File: src/rtl/pe_result_collector.sv
// Accumulates adder-tree partial sums into per-group signed results and queues them in a FWFT FIFO.
// Optional feature: define PE_ACC_SAT_EN to saturate the accumulator on signed overflow (default: wrap).
module pe_result_collector #(
   parameter int DATA_WIDTH = 32,
   parameter int ACC_WIDTH  = 40,
   parameter int LEN_WIDTH  = 8,
   parameter int FIFO_DEPTH = 8
) (
   input  logic                          clk,
   input  logic                          rstn,
   input  logic                          in_valid,
   input  logic [DATA_WIDTH-1:0]         in_data,
   input  logic                          in_last,
   output logic                          in_ready,
   input  logic                          clear,
   output logic                          out_valid,
   input  logic                          out_ready,
   output logic [ACC_WIDTH-1:0]          out_data,
   output logic [LEN_WIDTH-1:0]          out_count,
   output logic [$clog2(FIFO_DEPTH):0]   fifo_level,
   output logic                          overflow
);

   localparam int AW = $clog2(FIFO_DEPTH);
   localparam int PW = AW + 1;
   localparam logic [ACC_WIDTH-1:0] ACC_MAX = {1'b0, {(ACC_WIDTH-1){1'b1}}};
   localparam logic [ACC_WIDTH-1:0] ACC_MIN = {1'b1, {(ACC_WIDTH-1){1'b0}}};

   typedef enum logic {IDLE = 1'b0, ACCUM = 1'b1} state_t;

   state_t                 state_q, state_d;
   logic [ACC_WIDTH-1:0]   acc_q, acc_d;
   logic [LEN_WIDTH-1:0]   cnt_q, cnt_d;
   logic                   ovf_q, ovf_d;
   logic [PW-1:0]          wr_ptr_q, wr_ptr_d;
   logic [PW-1:0]          rd_ptr_q, rd_ptr_d;

   logic [ACC_WIDTH-1:0]   data_mem [FIFO_DEPTH];
   logic [LEN_WIDTH-1:0]   cnt_mem  [FIFO_DEPTH];

   logic                   accept, push, pop, full, empty;
   logic [ACC_WIDTH-1:0]   acc_base, beat_ext, sum, acc_new;
   logic [LEN_WIDTH-1:0]   cnt_base, cnt_new;
   logic                   add_ovf, cnt_sat;

   // FIFO status depends only on registered pointers, keeping in_ready/out_valid free of input paths
   assign full       = (wr_ptr_q[AW] != rd_ptr_q[AW]) && (wr_ptr_q[AW-1:0] == rd_ptr_q[AW-1:0]);
   assign empty      = (wr_ptr_q == rd_ptr_q);
   assign fifo_level = wr_ptr_q - rd_ptr_q;
   assign in_ready   = !full;
   assign out_valid  = !empty;
   assign overflow   = ovf_q;

   assign out_data   = out_valid ? data_mem[rd_ptr_q[AW-1:0]] : '0;
   assign out_count  = out_valid ? cnt_mem[rd_ptr_q[AW-1:0]]  : '0;

   assign accept     = in_valid && in_ready && !clear;
   assign push       = accept && in_last;
   assign pop        = out_valid && out_ready && !clear;

   assign acc_base   = (state_q == IDLE) ? '0 : acc_q;
   assign cnt_base   = (state_q == IDLE) ? '0 : cnt_q;
   assign beat_ext   = ACC_WIDTH'($signed(in_data));
   assign sum        = acc_base + beat_ext;
   assign add_ovf    = (acc_base[ACC_WIDTH-1] == beat_ext[ACC_WIDTH-1]) &&
                       (sum[ACC_WIDTH-1] != acc_base[ACC_WIDTH-1]);
   assign cnt_sat    = &cnt_base;
   assign cnt_new    = cnt_sat ? cnt_base : cnt_base + 1'b1;

`ifdef PE_ACC_SAT_EN
   logic sat_q, sat_d;

   // Once clamped, the accumulator ignores further beats until the group closes
   always_comb begin
      acc_new = sum;
      if (sat_q)
         acc_new = acc_base;
      else if (add_ovf)
         acc_new = acc_base[ACC_WIDTH-1] ? ACC_MIN : ACC_MAX;
   end

   always_comb begin
      sat_d = sat_q;
      if (clear)
         sat_d = 1'b0;
      else if (accept)
         sat_d = in_last ? 1'b0 : (sat_q || add_ovf);
   end

   always_ff @(posedge clk or negedge rstn) begin
      if (!rstn) sat_q <= 1'b0;
      else       sat_q <= sat_d;
   end
`else
   assign acc_new = sum;
`endif

   always_ff @(posedge clk or negedge rstn) begin
      if (!rstn) state_q <= IDLE;
      else       state_q <= state_d;
   end

   always_comb begin
      state_d = state_q;
      if (clear)
         state_d = IDLE;
      else if (accept)
         state_d = in_last ? IDLE : ACCUM;
   end

   always_comb begin
      acc_d    = acc_q;
      cnt_d    = cnt_q;
      ovf_d    = ovf_q;
      wr_ptr_d = wr_ptr_q;
      rd_ptr_d = rd_ptr_q;
      if (clear) begin
         acc_d    = '0;
         cnt_d    = '0;
         ovf_d    = 1'b0;
         wr_ptr_d = '0;
         rd_ptr_d = '0;
      end else begin
         if (accept) begin
            acc_d = in_last ? '0 : acc_new;
            cnt_d = in_last ? '0 : cnt_new;
            ovf_d = ovf_q || add_ovf || cnt_sat;
         end
         if (push) wr_ptr_d = wr_ptr_q + 1'b1;
         if (pop)  rd_ptr_d = rd_ptr_q + 1'b1;
      end
   end

   always_ff @(posedge clk or negedge rstn) begin
      if (!rstn) begin
         acc_q    <= '0;
         cnt_q    <= '0;
         ovf_q    <= 1'b0;
         wr_ptr_q <= '0;
         rd_ptr_q <= '0;
      end else begin
         acc_q    <= acc_d;
         cnt_q    <= cnt_d;
         ovf_q    <= ovf_d;
         wr_ptr_q <= wr_ptr_d;
         rd_ptr_q <= rd_ptr_d;
      end
   end

   // Result storage carries no reset; validity is tracked purely by the pointers
   always_ff @(posedge clk) begin
      if (push) begin
         data_mem[wr_ptr_q[AW-1:0]] <= acc_new;
         cnt_mem[wr_ptr_q[AW-1:0]]  <= cnt_new;
      end
   end

endmodule

File: config.mk
export PLATFORM = sky130hd
export DESIGN_NAME = pe_result_collector
export DESIGN_NICKNAME = d
export VERILOG_FILES = /design/src/rtl/pe_result_collector.sv
export SDC_FILE = /design/constraint.sdc
export NUM_CORES = 1
export LEC_CHECK = 0
export BUFFER_PORTS_ARGS = -buffer_cell sky130_fd_sc_hd__buf_2
export CORE_UTILIZATION = 59
export DETAILED_ROUTE_END_ITERATION = 10
export GPL_ROUTABILITY_DRIVEN = 0
export GPL_TIMING_DRIVEN = 0
export PLACE_DENSITY = 0.77
export SLEW_MARGIN = 15
export SYNTH_ARGS = -nofsm -noshare
export SYNTH_HDL_FRONTEND = slang
export SYNTH_SLANG_ARGS = --single-unit
File: constraint.sdc
create_clock -name clk -period 12.4 [get_ports clk]
set_clock_uncertainty 0.1 [all_clocks]
set_input_delay 2.48 -clock clk [delete_from_list [all_inputs] [get_ports clk]]
set_output_delay 2.48 -clock clk [all_outputs]
set_load 0.005 [all_outputs]
* Word-level counts from Yosys, hierarchy flattened
Memory sizes are Yosys's and may differ from the RTL's.
Cells that the tools add are included.
** Word-level totals
- Input bits :: 38
- Flip-flop bits (word level) :: 58
- Bits in writable memories :: 384
- Output and inout bits :: 55
- Word-level logic and storage cells :: 56
- Memories :: 2
** Memory list
- data_mem :: words 8, bits a word 40, rd ports 1, clocked after Yosys merged registers in 0, wr ports 1, RTL line 38 : logic [ACC_WIDTH-1:0] data_mem [FIFO_DEPTH];
- cnt_mem :: words 8, bits a word 8, rd ports 1, clocked after Yosys merged registers in 0, wr ports 1, RTL line 39 : logic [LEN_WIDTH-1:0] cnt_mem [FIFO_DEPTH];
** Operators by class
- Add/subtract/negate cells :: 5
- Reductions and logical operators :: 16
- Equality and inequality tests :: 5
- Muxes and demuxes :: 22
** Operator list (count)
- 40-bit two-way mux :: 5
- 8-bit two-way mux :: 6
- 40-bit adder :: 1
- 4-bit two-way mux :: 4
- 4-bit by 1-bit adder with 4-bit output, second input constant :: 2
- 8-bit by 1-bit adder with 8-bit output, second input constant :: 1
- 8-bit AND reduction :: 1
- 1-bit logical AND :: 7
- 1-bit two-way mux :: 7
- 2-bit nonzero test :: 3
- 4-bit equality test :: 1
- 4-bit subtractor :: 1
- 3-bit equality test :: 1
- 1-bit logical NOT :: 3
- 1-bit logical OR :: 2
- 1-bit != test :: 2
- 1-bit equality test :: 1

* Longest topological paths before layout
- Depth after elaboration :: 8
- Mapped depth :: 15
- Mapped depth without buffers :: 13

* Worst setup path after synthesis
OpenSTA, ideal clock, no wires.
- Path type :: input port to flip-flop
- Start point :: input in_valid
- End point :: memory cnt_mem[1][0], enable pin
- Slack :: 5.520 ns
- Library setup time :: 0.513 ns
- Stages on the path :: 5
- Data arrival time :: 6.267 ns
- Path buffers :: 0
- Required time :: 11.787 ns
- Cells stage by stage :: and2_1 nand2_1 nor2_1 nand2_1 nor3_1
** On the way
- Longest elaborated chain between the ends :: 5
** RTL lines
- start, declared :: RTL line 11 : input logic in_valid,
- 1-bit logical AND (2 in a row) :: RTL line 57 : assign accept = in_valid && in_ready && !clear;
- 1-bit logical AND :: RTL line 58 : assign push = accept && in_last;
- 1-bit two-way mux :: RTL line 152 : if (push) begin
- 1-bit two-way mux (implied by the code) :: RTL line 154 : cnt_mem[wr_ptr_q[AW-1:0]] <= cnt_new;
- end, declared :: RTL line 39
Every way passes these cells.

* Worst setup path after layout
- Start point :: register rd_ptr_q[1]
- End point :: output out_data[37]
** On the way
- Longest elaborated chain between the ends :: 2
- Elaborated cells on any way between the ends :: 3
- Classes of those cells :: 1 x eq/ne; 1 x mux; 1 x memory
** RTL lines
- start, declared :: RTL line 36 : logic [PW-1:0] rd_ptr_q, rd_ptr_d;
- start signal, assigned :: RTL line 146 : rd_ptr_q <= rd_ptr_d;
- memory 8 x 40 bit / 4-bit equality test (equally long branches)
- 40-bit two-way mux (*) :: RTL line 54 : assign out_data = out_valid ? data_mem[rd_ptr_q[AW-1:0]] : '0;
- end, declared :: RTL line 18 : output logic [ACC_WIDTH-1:0] out_data,
Mark *: on every way between the ends. The rest lies on a longest branch, timed or not.

==> impl_metrics.toml <==
[route]
drtAntennaViolNets = 0
drc = 0
postRouteWirelength_um = 44400
firstDrtPassIters = 5
routed_via_density = 6.23
routed-via-count = 11625
post_drt_wl_per_cell_um = 23.8
drt_iter0_markers = 1062

[timing]
period_share_pct = 62.8
tightest_slew_ps = 1050
max_freq_ghz = 0.128
hold_viol_final = 0
setup_viol = 0
drv_slew = 0
slew_headroom_pct = 30.0
period_needed_ps = 7790
setup_tns_ps = 0
rsz0062_at_grt = "no"

[cts]
cts_tree = "done"
cts_sinks = 442
clkLatencyLatePin_ps = 540
cts_inserted_buffers = 44
post-cts-setup-buffer-count = 0
htreeDepth = 2
cts_resized = 0
cts.clk_slew.worst_paths_ps = 60
clockRootBuffer = "clkbuf_16"
ctsHoldBuffers = 0
clockBufferDepth = 3

[power_and_ir_drop]
p_int_mw = 2.61
p_sw_mw = 0.797
leakagePower_nw = 8.09
seqPwrFrac_pct = 48.3
power.density_nw_per_um2 = 152
vdd.ir_drop.worst_mv = 0.153
clock_power_share_pct = 40.3
report.power.total_mw = 3.41
swShare_pct = 23.4
combPwrFrac_pct = 11.5

[grt]
grt.overflow.total = 0
grt_util_met1_pct = 40.2
top_usage_layer = "met2"
grt_pass1_vias = 11674
grt_max_degree = 32
grt_first_pass_wirelength_um = 67900
track_usage_pct = 27.4
antenna_found_initial = 0
use_met2_pct = 42.3
use_met3_pct = 5.42

[die]
num_rows = 65
start_util_pct = 60.6
ios = 93
fp.coreArea_um2 = 32000
die_x_um = 183
die_height_um = 183
dieArea_um2 = 33600

[hold_path]
holdCritPathClass = "flop to flop"

[placement]
hpwl_um = 30000
io_buffers = 92

[yosys]
synth-seq-area-share_pct = 67.0
synthesis.nets = 1317
synth_seq_cells = 442
ys_warn_count = 0
syn-cell-area_um2 = 19400
yosys.area.top_type = "edfxtp_1"
ys.flop_type = "edfxtp_1"
synth_top_area_share_pct = 59.5
netlist_top_cells_area = "edfxtp_1 60%, mux4_2 11%, dfrtp_1 7.5%, ha_1 2.9%, nand2_1 2.6%"
synth-edff-count = 384
synth_cell_type_count = 61
synth-async-reset-ratio_pct = 13.1
synthCells = 1232
synth_area_per_cell_um2 = 15.7

[critical_path]
cp_max_fo = 10
start_kind = "flop"
rrSetupSlack_ps = 6770
rr_startpoint = "rd_ptr_q[1]$_DFFE_PN0P_"
critical_path_required_ps = 9820
r2r_cells = 15
rr_endpoint = "data_mem[0][7]$_DFFE_PP_"
arrival_ps = 5210
criticalPathCategory = "flop to output pin"
endpoint = "out_data[37]"
cp-startpoint = "rd_ptr_q[1]$_DFFE_PN0P_"
end_kind = "output pin"

[finish]
syn_to_final_growth_pct = 15.5
nets = 1481
utilization_pct = 70.0
layout_commonest_cell = "edfxtp_1"
final_cell_mix = "384 x edfxtp_1, 135 x nand2_1, 96 x mux4_2"
drive_gt1_share_pct = 21.9
diodes = 0

[run]
max_cap_viol_count = 0

[status]
status = "finished, final reports clean"
Yosys cell counts, drive strengths merged, types with 3 or more instances:
cell	n
a21o	18
a21oi	85
a22o	45
a31oi	8
and2	46
and3	4
buf	15
clkbuf	46
dfrtp	58
edfxtp	384
ha	45
inv	24
mux4	96
nand2	135
nand2b	7
nand3	22
nand4	10
nor2	46
nor3	7
o211ai	7
o21a	4
o21ai	21
o21bai	11
o31ai	3
or3	6
xnor2	29
xor2	18
worst max-delay path: stages, from the launching register on:
cell,delay (ps)
dfrtp_1,450
clkbuf_1,520
clkbuf_1,640
clkbuf_1,680
inv_1,130
ha_1,340
nand3_1,100
nor2_1,300
clkbuf_1,550
clkbuf_1,610
a21oi_1,160
buf_2,180
stage by stage:
stage                     std cells  instance area, µm²  worst slack, ps  hold WS (ps)
final                          1866               22400             4610           397
after floorplan                1232               19400             5520           350
after global placement         1759               20400             1800           364
after CTS                      1866               22400             4610           393
after global routing           1866               22400             4370           411
after detailed placement       1785               20900             5210           376
layer usage:
layer	up-vias	wire length [µm]	share of wire, %
met1	5918	19100	43
met5	-	0	0
met3	98	3490	7.9
li1	5115	-	-
met4	0	1130	2.5
met2	494	20600	47
area by class of cell:
cell class	instances	area (µm²)
Tap cell	435	544
Multi-Input combinational cell	705	6120
Clock buffer	52	1170
Buffer	61	235
Timing Repair Buffer	118	896
Fill cell	2078	9600
Clock inverter	29	328
Inverter	24	90.1
Sequential cell	442	13000
worst min path at each step:
stage                           from                    end  slack, ps  cells past startpoint
6_report       acc_q[21]$_DFFE_PN0P_  acc_q[21]$_DFFE_PN0P_        400                      1
4_1_cts         acc_q[1]$_DFFE_PN0P_   acc_q[1]$_DFFE_PN0P_        390                      2
3_5_place_dp    acc_q[1]$_DFFE_PN0P_   acc_q[1]$_DFFE_PN0P_        380                      2
3_3_place_gp    acc_q[1]$_DFFE_PN0P_   acc_q[1]$_DFFE_PN0P_        360                      2
5_1_grt        acc_q[24]$_DFFE_PN0P_  acc_q[24]$_DFFE_PN0P_        410                      1
2_1_floorplan   acc_q[1]$_DFFE_PN0P_   acc_q[1]$_DFFE_PN0P_        350                      2
kinds of logic after synthesis:
| group | Yosys count | synth area share [%] |
|---|---|---|
| AOI/OAI and AO/OA | 218 | 7.67 |
| muxes | 100 | 11.4 |
| buffers and inverters | 85 | 1.68 |
| and+or+nand+nor | 293 | 7.01 |
| DFF | 442 | 67.0 |
| xor gates and xnor gates | 47 | 2.13 |
| adders and majority gates | 47 | 3.11 |
flip-flops by register name (all words and copies together), names as in the netlist:
register  cells
data_mem    320
cnt_mem      64
acc_q        40
cnt_q         8
rd_ptr_q      4
wr_ptr_q      4
overflow      1
state_q       1
power groups by stage:
stage	logic, mW	clock network (mW)	registers (mW)
2_1_floorplan	0.248	0	1.67
3_3_place_gp	0.376	0	1.68
6_report	0.390	1.37	1.64
5_1_grt	0.426	1.44	1.65
4_1_cts	0.394	1.38	1.64
3_5_place_dp	0.392	0	1.68
(Power assumes the default switching activity.)
